==> config.mk <==
export PLATFORM = sky130hd
export DESIGN_NAME = mult_share_arbiter
export DESIGN_NICKNAME = d
export VERILOG_FILES = /design/src/rtl/mult_share_arbiter.sv
export SDC_FILE = /design/constraint.sdc
export NUM_CORES = 1
export LEC_CHECK = 0
export ABC_CLOCK_PERIOD_IN_PS = 9110
export CAP_MARGIN = 20
export CORE_MARGIN = 10
export CORE_UTILIZATION = 25
export DETAILED_ROUTE_END_ITERATION = 7
export PLACE_DENSITY = 0.55
export SETUP_SLACK_MARGIN = 0.02
export SLEW_MARGIN = 25
export SYNTH_ARGS = -nofsm -noshare
export SYNTH_HDL_FRONTEND = slang
export SYNTH_SLANG_ARGS = --single-unit
==> constraint.sdc <==
create_clock -name clk -period 9.11 [get_ports clk]
set_input_delay 1.822 -clock clk [delete_from_list [all_inputs] [get_ports clk]]
set_output_delay 1.822 -clock clk [all_outputs]
set_load 0.01 [all_outputs]
==> src/rtl/mult_share_arbiter.sv <==
// Round-robin arbiter that time-shares one fixed-latency, CE-gated multiplier among
// N_REQ requesters. Each in-flight product carries a requester tag and returns as a one-hot pulse.
module mult_share_arbiter #(
    parameter int N_REQ   = 4,
    parameter int WIDTH   = 32,
    parameter int LATENCY = 7
) (
    input  logic                         clk,
    input  logic                         rst_n,
    input  logic                         hold,
    input  logic                         flush,
    input  logic [N_REQ-1:0]             req_valid,
    input  logic [N_REQ*WIDTH-1:0]       req_a,
    input  logic [N_REQ*WIDTH-1:0]       req_b,
    output logic [N_REQ-1:0]             req_ready,
    output logic [N_REQ-1:0]             resp_valid,
    output logic [WIDTH-1:0]             resp_data,
    output logic [WIDTH-1:0]             mult_a,
    output logic [WIDTH-1:0]             mult_b,
    output logic                         mult_ce,
    input  logic [WIDTH-1:0]             mult_p,
    output logic [$clog2(LATENCY+2)-1:0] in_flight
);
    localparam int ID_W  = (N_REQ > 1) ? $clog2(N_REQ) : 1;
    localparam int DEPTH = LATENCY + 1;
    localparam int CNT_W = $clog2(LATENCY + 2);

    logic [ID_W-1:0]  last_grant;
    logic [N_REQ-1:0] grant_oh;
    logic [ID_W-1:0]  grant_id;
    logic             grant_hit;
    logic [ID_W-1:0]  scan_idx;
    logic             hs;
    logic             frozen_head;
    logic [WIDTH-1:0] sel_a;
    logic [WIDTH-1:0] sel_b;

    logic [DEPTH-1:0] tag_vld;
    logic [DEPTH-1:0] vld_nxt;
    logic [ID_W-1:0]  tag_id [DEPTH];
    logic             ce_nxt;
    logic             resp_issue;

    function automatic logic [N_REQ-1:0] id_onehot(input logic [ID_W-1:0] id);
        logic [N_REQ-1:0] r;
        r = '0;
        r[id] = 1'b1;
        return r;
    endfunction

    // After a hold the CE register lags by one cycle; stage 0 may still hold
    // unconsumed operands then, so a new grant must wait rather than overwrite them.
    assign frozen_head = !mult_ce && tag_vld[0];

    always_comb begin
        grant_oh  = '0;
        grant_id  = '0;
        grant_hit = 1'b0;
        scan_idx  = '0;
        for (int k = 1; k <= N_REQ; k++) begin
            scan_idx = ID_W'((int'(last_grant) + k) % N_REQ);
            if (!grant_hit && req_valid[scan_idx]) begin
                grant_hit          = 1'b1;
                grant_oh[scan_idx] = 1'b1;
                grant_id           = scan_idx;
            end
        end
        if (!rst_n || hold || flush || frozen_head) begin
            grant_oh  = '0;
            grant_hit = 1'b0;
        end
    end

    assign req_ready = grant_oh;
    assign hs        = grant_hit;

    always_comb begin
        sel_a = '0;
        sel_b = '0;
        for (int i = 0; i < N_REQ; i++) begin
            if (grant_oh[i]) begin
                sel_a = req_a[i*WIDTH +: WIDTH];
                sel_b = req_b[i*WIDTH +: WIDTH];
            end
        end
    end

    always_comb begin
        vld_nxt = tag_vld;
        if (mult_ce) begin
            vld_nxt = {tag_vld[DEPTH-2:0], 1'b0};
        end
        if (hs) begin
            vld_nxt[0] = 1'b1;
        end
    end

    assign ce_nxt     = !hold && (hs || (|vld_nxt));
    assign resp_issue = mult_ce && tag_vld[DEPTH-1];

    // Control state: arbitration pointer, tag valids, CE, response strobe, counter
    always_ff @(posedge clk or negedge rst_n) begin
        if (!rst_n) begin
            last_grant <= ID_W'(N_REQ - 1);
            tag_vld    <= '0;
            mult_ce    <= 1'b0;
            resp_valid <= '0;
            in_flight  <= '0;
        end else if (flush) begin
            tag_vld    <= '0;
            mult_ce    <= 1'b0;
            resp_valid <= '0;
            in_flight  <= '0;
        end else begin
            if (hs) begin
                last_grant <= grant_id;
            end
            tag_vld    <= vld_nxt;
            mult_ce    <= ce_nxt;
            resp_valid <= resp_issue ? id_onehot(tag_id[DEPTH-1]) : '0;
            case ({hs, resp_issue})
                2'b10:   in_flight <= in_flight + CNT_W'(1);
                2'b01:   in_flight <= in_flight - CNT_W'(1);
                default: in_flight <= in_flight;
            endcase
        end
    end

    // Datapath registers: operands to the multiplier and returned product
    always_ff @(posedge clk or negedge rst_n) begin
        if (!rst_n) begin
            mult_a    <= '0;
            mult_b    <= '0;
            resp_data <= '0;
        end else begin
            if (hs) begin
                mult_a <= sel_a;
                mult_b <= sel_b;
            end
            if (resp_issue && !flush) begin
                resp_data <= mult_p;
            end
        end
    end

    // Tag ids travel with the multiplier pipeline; the valids above qualify them
    always_ff @(posedge clk) begin
        if (mult_ce) begin
            for (int k = 1; k < DEPTH; k++) begin
                tag_id[k] <= tag_id[k-1];
            end
        end
        if (hs) begin
            tag_id[0] <= grant_id;
        end
    end

endmodule

== Word-level counts from Yosys, hierarchy flattened ==
Memories as Yosys holds them, arrays and structs flattened.
Cells that the tools add are included.
Storage, ports and cells
  word-level logic and storage cells: 109
  output and inout bits: 109
  flip-flop bits (word level): 115
  memories kept: 1
  latch bits: 0
  RAM bits: 16
  input bits: 296
  memory bits (read-only): 0
Operators by class
  equal/unequal tests: 2
  reductions and logical operators: 26
  $add $sub $neg: 6
  mux-type cells: 52
  div/mod/pow operators: 0
  bitwise gates (word level): 4
  multipliers: 0
  $lt $le $gt $ge: 10
  shift operators: 0
Memories
  tag_id: depth 8, width 2, rd ports 8, clocked after memory_dff 0, wr ports 8, line 40  | logic [ID_W-1:0] tag_id [DEPTH];
Operators with widths (count)
  $mux W32: 8
  $mux W4: 8
  $mux W1: 20
  $mux W8: 2
  $lt A2 B3 Y1 const B: 5
  $logic_and A1 B1 Y1: 12
  $or A4 B4 Y4: 3
  $demux W1 S2: 5
  $ge A2 B1 Y1 const B: 5
  $bmux W1 S2: 4
  $mux W2: 4
  $pmux W4 S2: 1
  $reduce_or A8 Y1: 1
  $logic_not A1 Y1: 7
  $add A2 B1 Y2 const B: 2
  $add A2 B2 Y2 const B: 2
  $add A4 B1 Y4 const B: 1
  $logic_or A1 B1 Y1: 4
  $sub A4 B1 Y4 const B: 1
  $reduce_bool A3 Y1: 1
  $eq A2 B1 Y1 const B: 1
  $eq A2 B2 Y1 const B: 1
  $reduce_and A2 Y1: 1
  $not A1 Y1: 1

== Longest topological paths before layout ==
Gate-level depths: netlist of run 1.
  word-level depth: 19
  depth in mapped cells: 13
  depth with buffers taken out: 12

== Least setup slack after synthesis of run 1 ==
OpenSTA, ideal clock, no wires.
  path type: input port to output port
  start point: input req_valid[0]
  end point: output req_ready[3]
  cell stages on the path: 8
  path slack: 3814 ps
  buffers on the path: 3
  arrival time: 3474 ps
  required time: 7288 ps
  cells stage by stage: clkbuf_1 mux4_2 or3b_1 a2bb2oi_1 o21ai_0 buf_2 clkbuf_1 inv_1
Between the ends
  longest elaborated chain between the ends: 13
  elaborated cells between the ends (all ways): 25
  those cells by class: mux (16); bitwise (3); reduce/logical (6)
RTL lines
  start, declared: line 12  | input logic [N_REQ-1:0] req_valid,
  $bmux W1 S2: line 62  | if (!grant_hit && req_valid[scan_idx]) begin
  $mux W1 (implied by the code): line 62
  $mux W1: line 62
  $logic_not A1 Y1: line 62
  $logic_and A1 B1 Y1: line 62
  $mux W1: line 62
  $logic_not A1 Y1: line 62
  $logic_and A1 B1 Y1: line 62
  $mux W1: line 62
  $logic_not A1 Y1: line 62
  $logic_and A1 B1 Y1: line 62
  $mux W4 *: line 62
  $mux W4 *: line 68  | if (!rst_n || hold || flush || frozen_head) begin
  end, declared: line 15  | output logic [N_REQ-1:0] req_ready,
Mark *: on every way between the ends. The rest lies on a longest branch, timed or not. The select of a mux whose other input is x is not followed.

== Worst setup path after layout of run 1 ==
  start point: input req_valid[3]
  end point: output req_ready[3]
Same word-level chain as after synthesis.

==> out/qor.yml, run 1 <==
outcome:
  status: "finished clean"
synth:
  syn_inst: 685
  muxShareOfSynthArea: 0.02832
  synth_adder_area_share: 0.02134
  synth_seq_cells: 131
  synth_top_flop_cell: "dfrtp_1"
  synth_area_um2: 6803
  synth_compound_area_frac: 0.2454
  netlist_top_cells_area: "dfrtp_1 (42%), edfxtp_1 (7.1%), a221oi_1 (6.2%)"
  ys_types: 53
  synth_top_family_by_area: "compound AO/OA/AOI/OAI gates"
  yosys.area_share.xor_xnor: 0.003862
  yosys.area_share.simple: 0.1479
  syn-num-nets: 992
  yosysWarnings: 0
  synth_seq_area_share: 0.4940
  syn_avg_cell_area_um2: 9.931
  synth_top_cell_area_share: 0.4157
  ys_async_sr_fraction: 0.8779
  synth_edf_count: 16
  yosys.area.top_type: "dfrtp_1"
setup_path:
  reg2reg_from: "last_grant[0]"
  cp_cell_sequence: "clkdlybuf4s50_1 > mux4_2 > or3b_1 > a2bb2oi_1 > o21ai_4 > inv_1 > clkdlybuf4s50_1"
  worst-r2r-setup-slack_ns: 4.69
  crit_arrival_ns: 4.58
  r2r-end: "mult_a[8]"
  cp_slowest_cell: "clkdlybuf4s50_1"
  criticalPathCategory: "in -> out"
  cp-start-kind: "input pin"
  cp.required_ns: 7.29
  worst-path-max-fanout: 15
  crit_family: "buffers and inverters"
  cp_slowest_stage_delay_ns: 0.68
  rr_worst_depth: 9
  crit_top_cell: "clkdlybuf4s50_1"
  crit_path_end_kind: "output pin"
  critical_path_buf_inv_count: 3
clock_tree:
  post_cts_resized: 0
  clock_latency_ns: 0.42
  cts_setup_buffers: 0
  hold_buffers: 0
  clock-sinks: 131
  ctsLongestPathBuffers: 2
  h-tree-depth: 4
  clk_pin_slew_ns: 0.06
  cts_inserted_buffers: 17
  cts_tree: "done"
  root_buffer: "clkbuf_16"
global_route:
  grt_util_met2: 0.3028
  use_met1: 0.2103
  grt_pass1_vias: 7575
  gr-max-usage-layer: "met2"
  grt_pass1_wl_um: 47180
  grt_max_degree: 70
  grt-ovfl-total: 0
  grt_util_met3: 0.07661
  grt_util_all_layers: 0.1813
  antenna_found_initial: 1
timing:
  fin_crit_ns: 6.398
  worstMarginPinSlew_ns: 0.9584
  rsz0062_at_grt: "false"
  fin_crit_sh: 0.7023
  setup_viol: 0
  hold_viol_final: 0
  tns_ns: 0
  fmax_mhz: 156.3
  report.final.slew_viol_count: 0
  fin_skew_ns: 0.01415
  slew_headroom: 0.3611
route:
  drc: 0
  wl_per_cell_um: 23.05
  drtAntennaViolNets: 0
  firstDrtPassIters: 4
  routed_wl_um: 32470
  drtIter0Drc: 342
  viasPerCell: 5.075
  dr_total_vias: 7150
floorplan:
  die_h_um: 185.0
  fp.dieArea_um2: 34210
  core_area_um2: 26880
  placementRows: 60
  die_x_um: 185.0
  ios: 405
  initial_core_util: 0.2531
finish:
  drive_gt1_frac: 0.08349
  fin_area_um2: 11610
  syn_to_final_growth_pct: 70.61
  fin_nets: 1360
power_and_ir_drop:
  p_total_mw: 2.833
  p_per_area_nw_per_um2: 244.1
  ir_worst_vdd_v: 0.0001806
  leakage_nw: 4.565
min_path:
  worstHoldStart: "tag_id[0][6]"
  holdPathEnd: "tag_id[1][0]"
  holdPathStages: 0
  hp-class: "reg -> reg"
placed_design:
  hpwl_um: 23770
  place_congestion: 0.8231
  place_area_um2: 11020
  portBuffers: 404
flow_run:
  cap_violations: 0
-- worst max path at each step --
stage | startpoint | to | slack (ns) | cells after the start
4_1_cts | req_valid[3] | req_ready[3] | 2.70 | 7
3_5_place_dp | req_valid[3] | req_ready[3] | 2.71 | 7
2_1_floorplan | req_valid[0] | req_ready[3] | 3.81 | 8
5_1_grt | req_valid[3] | req_ready[3] | 2.56 | 7
3_3_place_gp | req_valid[3] | req_ready[3] | 2.73 | 7
6_report | req_valid[3] | req_ready[3] | 2.71 | 7
-- kinds of logic after synthesis --
family / count (synthesis)
XOR/XNOR: 3
AO/OA/AOI/OAI: 228
flip-flops: 131
adder cells (fa/ha/maj): 11
multiplexers: 15
buffers and inverters: 75
AND/OR/NAND/NOR: 222
-- layout by cell type, fill, tap and decap left out, types with 3 or more instances in the layout --
cell	n
clkinv_2	3
o21a_1	3
o21ai_0	3
a21oi_2	8
mux2_2	4
a221oi_2	15
clkdlybuf4s50_1	403
nand2_1	109
buf_4	11
nand3_1	67
nor3b_1	4
ha_1	10
o22ai_1	65
mux4_2	3
inv_6	7
dfrtp_1	112
clkbuf_16	17
nor2_1	17
nand2b_1	3
and3_1	3
a21oi_1	65
edfxtp_1	16
a31oi_1	3
or3b_1	3
inv_1	8
a221oi_1	48
xnor2_1	3
mux2i_1	8
nor3_1	6
-- cell type report --
class                           instances  area (um^2)
Inverter                                9        33.78
Antenna cell                            2        5.005
Sequential cell                       131         3362
Timing Repair Buffer                  415         4144
Clock inverter                         14        115.1
Multi-Input combinational cell        479         3080
Fill cell                            2673        15270
Tap cell                              341        426.7
Clock buffer                           18        439.2
-- state kept, by name, indices dropped and copies added, names as in the netlist --
| register | count |
|---|---|
| mult_a | 32 |
| mult_b | 32 |
| resp_data | 32 |
| tag_id | 16 |
| tag_vld | 8 |
| in_flight | 4 |
| resp_valid | 4 |
| last_grant | 2 |
| mult_ce | 1 |
-- where the power goes --
part	switching, mW	leakage (nW)	total (mW)	internal (mW)
Combinational	0.691	2.74	1.29	0.603
Clock	0.288	0.277	0.652	0.364
Sequential	0.124	1.55	0.887	0.763
-- through the flow --
stage,utilization,setup WS (ns),std cells,hold WS [ns]
floorplan,-,3.814,685,0.4003
global placement,0.4100,2.730,1374,0.4005
detailed placement,0.4100,2.709,1374,0.4057
CTS,0.4306,2.702,1406,0.4199
global route,0.4317,2.557,1407,0.4253
finish,0.4318,2.712,1409,0.4155
-- cell usage after synthesis (all sizes together) (2+ instances only) --
cell       n
a211oi     2
a2111oi    2
xnor2      3
nand2b     3
nor3b      4
dfstp      2
nand2    109
a31oi      3
mux4       3
inv        9
mux2i      8
o21ai      5
or3b       3
nand3     67
and3       3
a21oi     74
o22ai     65
nor3       6
dfrtp    113
nor2      18
a2bb2oi    2
ha        10
o211ai     2
a221oi    63
a21o       2
o21a       3
clkbuf    26
or2        2
mux2       4
buf       40
edfxtp    16
-- metal layers --
layer,share of wire,vias to the layer above
li1,-,3335
met1,0.40,3443
met2,0.49,344
met3,0.098,26
met4,0.012,2
met5,0.00025,-
Note: power is estimated with default switching activity, not from simulation.
==> run 2: changes to the inputs <==
--- a/config.mk
+++ b/config.mk
@@ -5,12 +5,12 @@
 export SDC_FILE = /design/constraint.sdc
 export NUM_CORES = 1
 export LEC_CHECK = 0
-export ABC_CLOCK_PERIOD_IN_PS = 9110
+export ABC_CLOCK_PERIOD_IN_PS = 5800
 export CAP_MARGIN = 20
 export CORE_MARGIN = 10
 export CORE_UTILIZATION = 25
 export DETAILED_ROUTE_END_ITERATION = 7
-export PLACE_DENSITY = 0.55
+export PLACE_DENSITY = 0.58
 export SETUP_SLACK_MARGIN = 0.02
 export SLEW_MARGIN = 25
 export SYNTH_ARGS = -nofsm -noshare
==> constraint.sdc (replaced) <==
create_clock -name clk -period 5.8 [get_ports clk]
set_input_delay 1.16 -clock clk [delete_from_list [all_inputs] [get_ports clk]]
set_output_delay 1.16 -clock clk [all_outputs]
set_load 0.01 [all_outputs]
==> run 2 against run 1 <==
Combinational power rose by 62%. Sequential cell count did not move. Cell count rose by 0.28%. Global-route usage rose by 0.078 points. Via count fell by 0.24%. Critical endpoint unchanged. Largest power group unchanged.
==> out/qor.yml, run 2 (synthesis gave the netlist of run 1 again) <==
clock_tree:
  clock_latency_ns: 0.42
  cts_tree: "done"
  ctsLongestPathBuffers: 2
  clk_pin_slew_ns: 0.06
  root_buffer: "clkbuf_16"
  h-tree-depth: 4
  cts_setup_buffers: 0
  hold_buffers: 0
  cts_inserted_buffers: 17
  post_cts_resized: 0
  clock-sinks: 131
setup_path:
  rr_worst_depth: 9
  crit_arrival_ns: 3.87
  worst-path-max-fanout: 15
  crit_top_cell: "clkdlybuf4s50_1"
  cp_cell_sequence: "clkdlybuf4s50_1 > mux4_2 > or3b_1 > a2bb2oi_1 > o21ai_4 > inv_1 > clkdlybuf4s50_1"
  r2r-end: "mult_b[27]"
  criticalPathCategory: "in -> out"
  cp_slowest_cell: "clkdlybuf4s50_1"
  reg2reg_from: "last_grant[0]"
  worst-r2r-setup-slack_ns: 1.68
  cp_slowest_stage_delay_ns: 0.67
  cp.required_ns: 4.64
  cp-start-kind: "input pin"
  crit_path_end_kind: "output pin"
route:
  firstDrtPassIters: 5
  drc: 0
  wl_per_cell_um: 23.32
  drtIter0Drc: 347
  routed_wl_um: 32950
  viasPerCell: 5.048
  drtAntennaViolNets: 0
  dr_total_vias: 7133
power_and_ir_drop:
  leakage_nw: 4.626
  ir_worst_vdd_v: 0.0002517
  p_comb_frac: 0.448
  power_frac_clock: 0.253
  p_per_area_nw_per_um2: 396.8
  power_frac_seq: 0.299
  p_int_mw: 2.889
  p_sw_mw: 1.770
  p_sw_frac: 0.3799
placed_design:
  hpwl_um: 24290
  place_congestion: 0.8618
  portBuffers: 404
global_route:
  grt_max_degree: 70
  antenna_found_initial: 3
  grt_pass1_wl_um: 47510
  grt-ovfl-total: 0
  grt_pass1_vias: 7572
  grt_util_all_layers: 0.1821
floorplan:
  placementRows: 60
  core_area_um2: 26880
  ios: 405
  die_h_um: 185.0
  initial_core_util: 0.2531
  die_x_um: 185.0
  fp.dieArea_um2: 34210
timing:
  report.final.slew_viol_count: 0
  rsz0062_at_grt: "false"
  setup_viol: 0
  slew_headroom: 0.3375
  whs_ns: 0.4168
  fin_crit_ns: 5.027
  fin_skew_ns: 0.01456
  hold_viol_final: 0
  fin_crit_sh: 0.8667
  tns_ns: 0
  worstMarginPinSlew_ns: 0.9937
  fmax_mhz: 198.9
finish:
  drive_gt1_frac: 0.08513
  nFillCells: 2654
  syn_to_final_growth_pct: 72.60
  top_regs: "mult_a x32, mult_b x32, resp_data x32"
  mostFrequentLayoutCells: "clkdlybuf4s50_1 (403), dfrtp_1 (113), nand2_1 (109), nand3_1 (67)"
  layout_commonest_cell: "clkdlybuf4s50_1"
  fin_nets: 1363
min_path:
  worstHoldStart: "tag_id[0][1]"
  holdPathStages: 0
  holdPathEnd: "tag_id[0][3]"
  hp-class: "reg -> reg"
outcome:
  status: "finished clean"
flow_run:
  cap_violations: 0
run 2: layout make-up:
type,count,area [um^2],share of cell area
multi-input combinational,479,3080,0.2624
inverter,9,33.78,0.002877
sequential,131,3361,0.2862
clock inverter,15,210.2,0.01790
timing repair buffer,418,4197,0.3574
clock buffer,17,425.4,0.03623
antenna,3,7.507,0.0006394
tap,341,426.7,0.03634
run 2: worst max-delay path by stage:
| stage | from | end | slack (ns) | cells after the start |
|---|---|---|---|---|
| finish | req_valid[3] | req_ready[3] | 0.77 | 7 |
| global route | req_valid[3] | req_ready[3] | 0.60 | 7 |
| CTS | req_valid[3] | req_ready[3] | 0.79 | 7 |
| detailed placement | req_valid[3] | req_ready[3] | 0.79 | 7 |
| global placement | req_valid[3] | req_ready[3] | 0.85 | 7 |
| floorplan | last_grant[1] | req_ready[3] | 1.53 | 11 |
run 2: power by group through the flow:
stage	combinational (mW)	sequential, mW	clock, mW
after global routing	2.26	1.43	1.26
final	2.09	1.39	1.18
after global placement	2.10	1.39	0
after CTS	2.12	1.39	1.22
after floorplan	0.884	1.47	0
after detailed placement	2.11	1.40	0
run 2: critical path: cells and delay by family:
family / cells / cell delay [ns]
buffers and inverters: 3 / 1.26
and+or+nand+nor: 1 / 0.38
muxes: 1 / 0.64
AOI/OAI and AO/OA: 2 / 0.41
run 2: per-stage QoR:
stage	cells	utilization	area, um^2	total power, mW	setup slack [ns]
floorplan	685	-	6803	2.353	1.526
global placement	1378	0.4129	11100	3.499	0.8472
detailed placement	1378	0.4129	11100	3.515	0.7904
CTS	1410	0.4366	11730	4.735	0.7879
global route	1412	0.4368	11740	4.945	0.6017
finish	1413	0.4369	11740	4.659	0.7734
run 2: metal layers:
metal | track usage | vias to the layer above | routed length, um
li1 | - | 3341 | -
met3 | 0.07269 | 13 | 3306
met5 | 0 | - | 0
met4 | 0.04226 | 0 | 274
met2 | 0.3060 | 323 | 16210
met1 | 0.2125 | 3456 | 13150
